==> src/rtl/bcd_ascii_streamer.sv <==
// bcd_ascii_streamer: packed BCD to ASCII byte stream with sign, zero suppression and grouping
module bcd_ascii_streamer #(
  parameter int NDIG = 43,
  parameter bit SEP_EN = 1'b0,
  parameter logic [7:0] SEP_CHAR = 8'h2C
) (
  input  logic              clk,
  input  logic              rst,
  input  logic              ld,
  input  logic              neg,
  input  logic [4*NDIG-1:0] bcd,
  output logic              busy,
  output logic              o_valid,
  input  logic              o_ready,
  output logic [7:0]        o_char,
  output logic              o_last,
  output logic              err
);
  localparam int IW = NDIG > 1 ? $clog2(NDIG) : 1;
  typedef enum logic [2:0] {IDLE, SCAN, SIGN, DIG, SEP} state_t;
  state_t state, n_state;
  logic [4*NDIG-1:0] data, n_data;
  logic neg_r, n_neg, n_busy, n_valid, n_last, n_err;
  logic [7:0] n_char;
  logic [IW-1:0] idx, n_idx, msd, k;
  logic [3:0] nd;
  always_comb begin
    msd = '0;
    for (int i = 0; i < NDIG; i++) if (data[4*i +: 4] != 4'd0) msd = IW'(i);
  end
  // k is the digit index of whichever character gets loaded next
  assign k  = state == SCAN ? msd : state == SIGN ? idx : idx - 1'b1;
  assign nd = data[4*k +: 4];
  always_comb begin
    n_state = state;
    n_data  = data;
    n_neg   = neg_r;
    n_idx   = idx;
    n_busy  = busy;
    n_valid = o_valid;
    n_char  = o_char;
    n_last  = o_last;
    n_err   = err;
    if (state == IDLE) begin
      if (ld) begin
        n_data  = bcd;
        n_neg   = neg;
        n_err   = 1'b0;
        n_busy  = 1'b1;
        n_state = SCAN;
      end
    end else if (state == SCAN && neg_r) begin
      n_idx   = msd;
      n_valid = 1'b1;
      n_char  = 8'h2D;
      n_last  = 1'b0;
      n_state = SIGN;
    end else if (state == SCAN || o_ready) begin
      if (state == DIG && idx == '0) begin
        n_valid = 1'b0;
        n_last  = 1'b0;
        n_busy  = 1'b0;
        n_state = IDLE;
      end else if (state == DIG && SEP_EN && 32'(idx) % 3 == 0) begin
        n_char  = SEP_CHAR;
        n_last  = 1'b0;
        n_state = SEP;
      end else begin
        n_idx   = k;
        n_valid = 1'b1;
        n_char  = nd > 4'd9 ? 8'h3F : {4'h3, nd};
        n_last  = k == '0;
        n_err   = err | (nd > 4'd9);
        n_state = DIG;
      end
    end
  end
  always_ff @(posedge clk) begin
    if (rst) begin
      state   <= IDLE;
      data    <= '0;
      neg_r   <= 1'b0;
      idx     <= '0;
      busy    <= 1'b0;
      o_valid <= 1'b0;
      o_char  <= 8'h00;
      o_last  <= 1'b0;
      err     <= 1'b0;
    end else begin
      state   <= n_state;
      data    <= n_data;
      neg_r   <= n_neg;
      idx     <= n_idx;
      busy    <= n_busy;
      o_valid <= n_valid;
      o_char  <= n_char;
      o_last  <= n_last;
      err     <= n_err;
    end
  end
endmodule

==> config.mk <==
export PLATFORM = sky130hd
export DESIGN_NAME = bcd_ascii_streamer
export DESIGN_NICKNAME = d
export VERILOG_FILES = /design/src/rtl/bcd_ascii_streamer.sv
export SDC_FILE = /design/constraint.sdc
export NUM_CORES = 1
export LEC_CHECK = 0
export ABC_AREA = 0
export BUFFER_PORTS_ARGS = -buffer_cell sky130_fd_sc_hd__buf_2
export CAP_MARGIN = 20
export CORE_MARGIN = 2
export CORE_UTILIZATION = 50
export CTS_CLUSTER_SIZE = 20
export DETAILED_ROUTE_END_ITERATION = 12
export PLACE_DENSITY = 0.79
export SKIP_CTS_REPAIR_TIMING = 1
export SLEW_MARGIN = 40
export SYNTH_ARGS = -nofsm -noshare
export SYNTH_HDL_FRONTEND = slang
export SYNTH_SLANG_ARGS = --single-unit
==> constraint.sdc <==
create_clock -name clk -period 3.5 [get_ports clk]
set_input_delay 0.35 -clock clk [delete_from_list [all_inputs] [get_ports clk]]
set_output_delay 0.35 -clock clk [all_outputs]
set_load 0.02 [all_outputs]
======== After elaboration in Yosys (flattened, before gate mapping) ========
Cells that the tools add are included.
Widths: inputs -> output; s select.
cells by class
  add/sub/neg operators ................... 1
  multiply operators ...................... 0
  divide/modulo/power cells ............... 0
  $lt $le $gt $ge ......................... 1
  equality and inequality tests ........... 7
  shift operators ......................... 1
  mux-type cells .......................... 72
  bitwise operators ....................... 2
  reduce and logical (&&, ||, !) cells .... 58
operators by type and width
  kind                 count
  $mux 6               46
  $shiftx 172x9->4     1
  $reduce_bool 4->1    42
  $mux 8               3
  $mux 1               17
  $logic_not 6->1      2
  $mux 3               4
  $ne 2x2->1 const B   4
  $reduce_and 4->1     2
  $eq 3x2->1 const B   2
  $reduce_and 2->1     3
  $reduce_bool 2->1    3
  $sub 6x1->6 const B  1
  $gt 4x4->1 const B   1
  $mux 4               1
  $eq 3x1->1 const B   1
  $logic_not 3->1      1
  $reduce_and 3->1     1
  $reduce_bool 3->1    1
  $logic_and 1x1->1    2
  $mux 2               1
  $logic_or 1x1->1     1
  $not 1->1            1
  $or 1x1->1           1
storage, ports and cells
  register bits after elaboration ......... 194
  latch bits .............................. 0
  memory bits (writable) .................. 0
  ROM bits ................................ 0
  input port bits ......................... 177
  output and inout port bits .............. 12
  word-level logic and storage cells ...... 151
  memories kept ........................... 0

======== Depth between registers and ports, before layout ========
  depth in word-level cells ............... 51
  mapped depth ............................ 16
  gate-level depth less buffers ........... 14

======== Worst setup path after synthesis ========
Ideal clock, no wire load.
  path kind ............................... reg-to-reg
  from .................................... register data[104]
  to ...................................... register o_char[1]
  library setup time ...................... 0.120 ns
  arrival ................................. 3.133 ns
  data required time ...................... 3.380 ns
  slack ................................... 0.247 ns
  stages on the path, launching flop included .. 14
  path buffers ............................ 2
  clock period less this slack ............ 3.253 ns
  cell sequence ........................... dfxtp_1 -> or4_1 -> o211ai_1 -> a21oi_1 -> or4_1 -> o22ai_4 -> buf_6 -> buf_4 -> nand2_1 -> o21ai_1 -> o21ai_1 -> nor4_4 -> nor3_2 -> a211o_1
between the ends
  longest elaborated chain between the ends .. 25
ends and longest elaborated chain
  item                      line  RTL
  start: declaration        22    logic [4*NDIG-1:0] data, n_data;
  start signal: assignment  91    data <= n_data;
  $reduce_bool 4->1         29    for (int i = 0; i < NDIG; i++) if (data[4*i +: 4] != 4'd0) msd = IW'(i);
  $mux 6 (17 in series)     29
  $mux 6                    32    assign k = state == SCAN ? msd : state == SIGN ? idx : idx - 1'b1;
  $shiftx 172x9->4 (*)      33    assign nd = data[4*k +: 4];
  $gt 4x4->1                71    n_char = nd > 4'd9 ? 8'h3F : {4'h3, nd};
  $mux 4 (*)                71
  $mux 8 (*)                59    if (state == DIG && idx == '0) begin
  $mux 8 (*)                58    end else if (state == SCAN || o_ready) begin
  $mux 8 (*)                52    end else if (state == SCAN && neg_r) begin
  end signal: assignment    96    o_char <= n_char;
  end: declaration          15    output logic [7:0] o_char,
Every way passes the cells marked *; elsewhere a longest branch is shown, timed or not. The select of a mux whose other input is x is not followed.
A chain may end at the register's enable or synchronous reset.

======== Worst setup path after layout ========
  from .................................... register data[93]
  to ...................................... register o_char[2]
between the ends
  longest elaborated chain between the ends .. 28
ends and longest elaborated chain
  item                   line
  $reduce_bool 4->1      29
  $mux 6 (20 in series)  29
  $mux 6                 32
  $shiftx 172x9->4 (*)   33
  $gt 4x4->1             71
  $mux 4 (*)             71
  $mux 8 (*)             59
  $mux 8 (*)             58
  $mux 8 (*)             52
Marked as above.

==> impl.org <==
** Global routing
- Entering global routing, the biggest net connects 107 pins.
- Wire length of the first global-routing pass :: 52.01 mm
- The number of global-route vias before repair came to 9,987.
- After global routing the overflow that remains totals 0.
- Global routing used 32.91% of the available tracks.
- Initial antenna violation count :: 0

** Timing
- In the finished design, the share of the clock period the worst path needs comes to 106.0%.
- Time the worst path needs with I/O delays and setup :: 3.711 ns
- Setup violations remaining at the end of the flow were counted as 5.
- Highest attainable clock frequency :: 0.2695 GHz
- For the pin with the worst max-slew slack, the measured transition is 0.6912 ns.
- Fin. max-slew vios :: 0
- Minimum setup slack in the final design :: -0.2105 ns
- In this run the tightest slew margin relative to its limit is 53.92%.
- Sum of negative setup slack :: -0.8226 ns
- Hold_ws :: 0.1334 ns
- Worst Clk Skew :: 0.007469 ns
- Setup repair after global routing could not meet its margin everywhere.
- Total count of hold-check failures in the final report :: 0

** Clock network
- Inserted Clock Buffers :: 17
- The later pin in the worst-skew pair is clocked with a latency of 0.45 ns.
- Maximum buffer depth of the clock tree :: 2
- Clock-pin slew was measured on the worst setup and hold paths at 0.07 ns.
- Clock sink count :: 191
- Cell at the root of the clock tree :: sky130_fd_sc_hd__clkbuf_16
- TritonCTS built the clock tree.
- The clock tree synthesis step divided the H-tree into 4 levels.

** Worst setup path
- In this design, the stage delay of the slowest critical-path cell is 0.57 ns.
- Most common cell on crit path :: sky130_fd_sc_hd__buf_4
- The worst setup path is captured at a register.
- Slowest CP cell :: sky130_fd_sc_hd__or4_4
- Data arrival at the endpoint of the critical path :: 4.10 ns
- Counting cells, the worst reg-to-reg path comes to 17.
- Sequence of cells on the critical path :: or4_4, a21boi_2, o2111ai_2, a211oi_2, buf_4, a211oi_2, buf_4, nor2_4, buf_4, buf_4, buf_4, nand2_1, a32o_1, o31a_1, and4_4, o21ai_1, o21a_1
- Setup slack on the worst reg-to-reg path comes out at -0.21 ns.
- The worst register-to-register path ends at o_char[2]$_SDFFE_PP0P_.
- At the worst endpoint, the required time is 3.89 ns.
- In this run the critical register-to-register path is launched from data[93]$_SDFFE_PP0P_.
- Startpoint-to-endpoint class of the critical path :: reg2reg
- Largest fanout on the critical path :: 7
- STA classifies the critical path startpoint as a register.

** Final layout
- Layout cell share with drive strength beyond 1 :: 33.10%
- Leaving out filler cells and counting taps, the final layout contains 1,920.
- Post-layout util :: 71.38%
- Area Overhead vs Synth :: 39.76%
- 0 antenna diodes ended up in the layout.
- In the final design database the tool counted 1,851 nets.
- FILL cells :: 1,466

** Min path
- Worst hold path class :: in2reg
- For hold timing, the worst endpoint is data[136]$_SDFFE_PP0P_.
- Hold path depth :: 3
- Min-delay src :: bcd[136]

** Routing
- First-pass iteration count of the detailed router :: 7
- Detail-routed net length per standard cell :: 17.77 um
- In this run, the number of DRC markers left after iteration 0 of detailed routing was 1,185.
- The detail route stage leaves a number of antenna-violating nets equal to 0.
- Via density :: 5.708
- The routed layout has 10.96k vias.
- For this run, design rule violations remaining after detail routing come to 0.
- After detailed routing, the total wire length is 34.13 mm.

** Die
- Die span in y :: 142.2 um
- After floorplanning, the core was divided into 50 placement rows.
- The floorplan step defined a die boundary enclosing 20,230 um^2.
- Core Footprint :: 18,710 um^2
- 189 I/O pins were placed.
- Once the floorplan was initialized, standard cells occupied 51.08% of the core.
- The die is 142.2 um wide.

** Placed design
- Detailed Place HPWL :: 25.66 mm
- PortBufs :: 186
- Cell Count Post-Placement :: 1,883
- Placement-stage worst setup slack :: -0.3104 ns
- Global placement routability congestion :: 0.9946

** Power and ir drop
- Leak Pwr :: 5.726 nW
- For this design the ratio of total power to cell area is 750.9 nW/um^2.
- VDD sags by at most 519.9 uV.

** Run status
- The checks that failed: negative setup slack.
- The run finished, with violations left.

** Logic synthesis
- Most frequently used flop master after synthesis :: sky130_fd_sc_hd__dfxtp_1
- Sequential-to-total area share from yosys stat :: 40.02%
- Synthesized instance count :: 1,285
- Count of state elements after synthesis :: 191
- The number of different library cells used by synthesis comes to 76.
- A synthesized cell averages 7.435 um^2.
- Number of synthesized flops with an enable pin :: 0
- Of all flip-flops after synthesis, the portion carrying an async set or reset was 0%.
- Summing every instance area after synthesis gives 9554 um^2.
- Yosys synthesis warning count :: 0

** Flow run
- The tool flagged a number of max-cap violations equal to 0.
==> kinds of logic (layout without fill, tap and decap cells) <==
family          count (synthesis)  count (layout)  synth area share [%]
other cells                     1               2               0.03925
compound gates                323             323                 20.36
mux                            45              45                 5.343
flops                         191             191                 40.02
fa+ha+maj                       2               2                0.2357
simple gates                  624             624                 29.31
buf+inv                        96             496                 4.413
xor+xnor                        3               3                0.2751
==> routing by layer <==
metal	vias to the layer above	global-route usage (%)	routed length, um
li1	5304	-	-
met1	5055	45.02	14750
met2	523	52.78	15710
met3	78	5.754	2731
met4	0	10.95	934
met5	-	0	0
==> layout by cell type, fill, tap and decap left out, types with 5 or more instances in the layout <==
master and instances:
sky130_fd_sc_hd__a211oi_1 6, sky130_fd_sc_hd__a211oi_2 10, sky130_fd_sc_hd__a21oi_1 190, sky130_fd_sc_hd__a31oi_1 11, sky130_fd_sc_hd__and2_1 7, sky130_fd_sc_hd__and3_1 8
sky130_fd_sc_hd__buf_12 8, sky130_fd_sc_hd__buf_2 185, sky130_fd_sc_hd__buf_4 260, sky130_fd_sc_hd__clkbuf_16 17, sky130_fd_sc_hd__dfxtp_1 189, sky130_fd_sc_hd__inv_1 6
sky130_fd_sc_hd__mux2_1 5, sky130_fd_sc_hd__mux2i_1 33, sky130_fd_sc_hd__nand2_1 425, sky130_fd_sc_hd__nand3_1 41, sky130_fd_sc_hd__nand4_1 15, sky130_fd_sc_hd__nor2_1 37
sky130_fd_sc_hd__nor3_1 5, sky130_fd_sc_hd__nor4_1 32, sky130_fd_sc_hd__nor4_2 8, sky130_fd_sc_hd__o211ai_1 6, sky130_fd_sc_hd__o21ai_0 28, sky130_fd_sc_hd__o21ai_1 7
sky130_fd_sc_hd__or3_1 5, sky130_fd_sc_hd__or4_1 11
==> state kept, by name, indices dropped and copies added (netlist names) <==
name,cells
state,2
err,1
o_valid,1
o_char,6
o_last,1
data,172
busy,1
neg_r,1
idx,6
==> cell usage after synthesis, types with 3 or more instances <==
cell | count | area (um^2)
sky130_fd_sc_hd__or3_1 | 5 | 31.28
sky130_fd_sc_hd__a21oi_1 | 193 | 965.9
sky130_fd_sc_hd__nor3_1 | 5 | 25.02
sky130_fd_sc_hd__buf_4 | 3 | 22.52
sky130_fd_sc_hd__a22oi_1 | 3 | 22.52
sky130_fd_sc_hd__xnor2_1 | 3 | 26.28
sky130_fd_sc_hd__nor2_1 | 38 | 142.6
sky130_fd_sc_hd__mux2_2 | 3 | 33.78
sky130_fd_sc_hd__nand4_1 | 15 | 93.84
sky130_fd_sc_hd__a21boi_0 | 4 | 30.03
sky130_fd_sc_hd__a221o_1 | 3 | 30.03
sky130_fd_sc_hd__mux4_2 | 4 | 90.09
sky130_fd_sc_hd__or4_1 | 13 | 97.59
sky130_fd_sc_hd__o21ai_0 | 29 | 145.1
sky130_fd_sc_hd__a31oi_1 | 12 | 75.07
sky130_fd_sc_hd__clkbuf_1 | 69 | 259.0
sky130_fd_sc_hd__buf_2 | 9 | 45.04
sky130_fd_sc_hd__buf_1 | 3 | 11.26
sky130_fd_sc_hd__a32o_1 | 4 | 40.04
sky130_fd_sc_hd__o2111ai_1 | 3 | 26.28
sky130_fd_sc_hd__mux2_1 | 5 | 56.30
sky130_fd_sc_hd__a211oi_1 | 13 | 97.59
sky130_fd_sc_hd__a211oi_2 | 3 | 37.54
sky130_fd_sc_hd__and2_1 | 9 | 56.30
sky130_fd_sc_hd__a311oi_1 | 5 | 43.79
sky130_fd_sc_hd__dfxtp_1 | 191 | 3824
sky130_fd_sc_hd__nand2_1 | 427 | 1603
sky130_fd_sc_hd__buf_6 | 5 | 56.30
sky130_fd_sc_hd__o21ai_1 | 8 | 40.04
sky130_fd_sc_hd__mux2i_1 | 33 | 330.3
sky130_fd_sc_hd__a211o_1 | 3 | 26.28
sky130_fd_sc_hd__a32oi_1 | 4 | 35.03
sky130_fd_sc_hd__nand3_1 | 42 | 210.2
sky130_fd_sc_hd__and3_1 | 9 | 56.30
sky130_fd_sc_hd__nor4_1 | 38 | 237.7
sky130_fd_sc_hd__o211ai_1 | 6 | 45.04
sky130_fd_sc_hd__nor3_2 | 4 | 40.04
sky130_fd_sc_hd__inv_1 | 6 | 22.52
sky130_fd_sc_hd__a311o_1 | 4 | 40.04
==> worst max-delay path by stage <==
stage	from	to	slack, ns	depth (start not counted)
after floorplan	data[104]$_SDFFE_PP0P_	o_char[1]$_SDFFE_PP0P_	0.25	13
after global placement	data[25]$_SDFFE_PP0P_	o_char[0]$_SDFFE_PP0P_	-0.28	13
final	data[93]$_SDFFE_PP0P_	o_char[2]$_SDFFE_PP0P_	-0.21	17
after global routing	data[93]$_SDFFE_PP0P_	o_char[0]$_SDFFE_PP0P_	-0.36	15
after detailed placement	data[25]$_SDFFE_PP0P_	o_char[0]$_SDFFE_PP0P_	-0.31	13
after CTS	data[25]$_SDFFE_PP0P_	o_char[0]$_SDFFE_PP0P_	-0.32	13
==> report_power, final <==
part | internal, mW | total, mW | switching [mW]
Sequential | 2.42 | 2.60 | 0.181
Clock | 1.16 | 2.06 | 0.907
Combinational | 2.43 | 5.37 | 2.93
==> cell type report <==
type | instances | area, um^2 | share of cell area [%]
Multi-Input combinational cell | 999 | 5495 | 41.15
Sequential cell | 191 | 3826 | 28.65
Clock inverter | 14 | 178.9 | 1.340
Inverter | 6 | 22.52 | 0.1687
Clock buffer | 18 | 439.2 | 3.289
Timing Repair Buffer | 458 | 3098 | 23.20
Tap cell | 234 | 292.8 | 2.193
==> metrics by stage <==
stage,power [mW],area [um^2]
4_1_cts,9.618,13120
2_1_floorplan,5.340,9558
5_1_grt,10.48,13350
3_3_place_gp,7.503,12500
3_5_place_dp,7.566,12500
6_report,10.03,13350
==> critical path: cells and delay by family, from the launching register on <==
kind,cells,cell delay (ns)
and+or+nand+nor,4,1.12
AOI/OAI and AO/OA,8,1.48
buffers and inverters,5,0.71
DFF,1,0.33
Power figures use the tool's default switching activity.
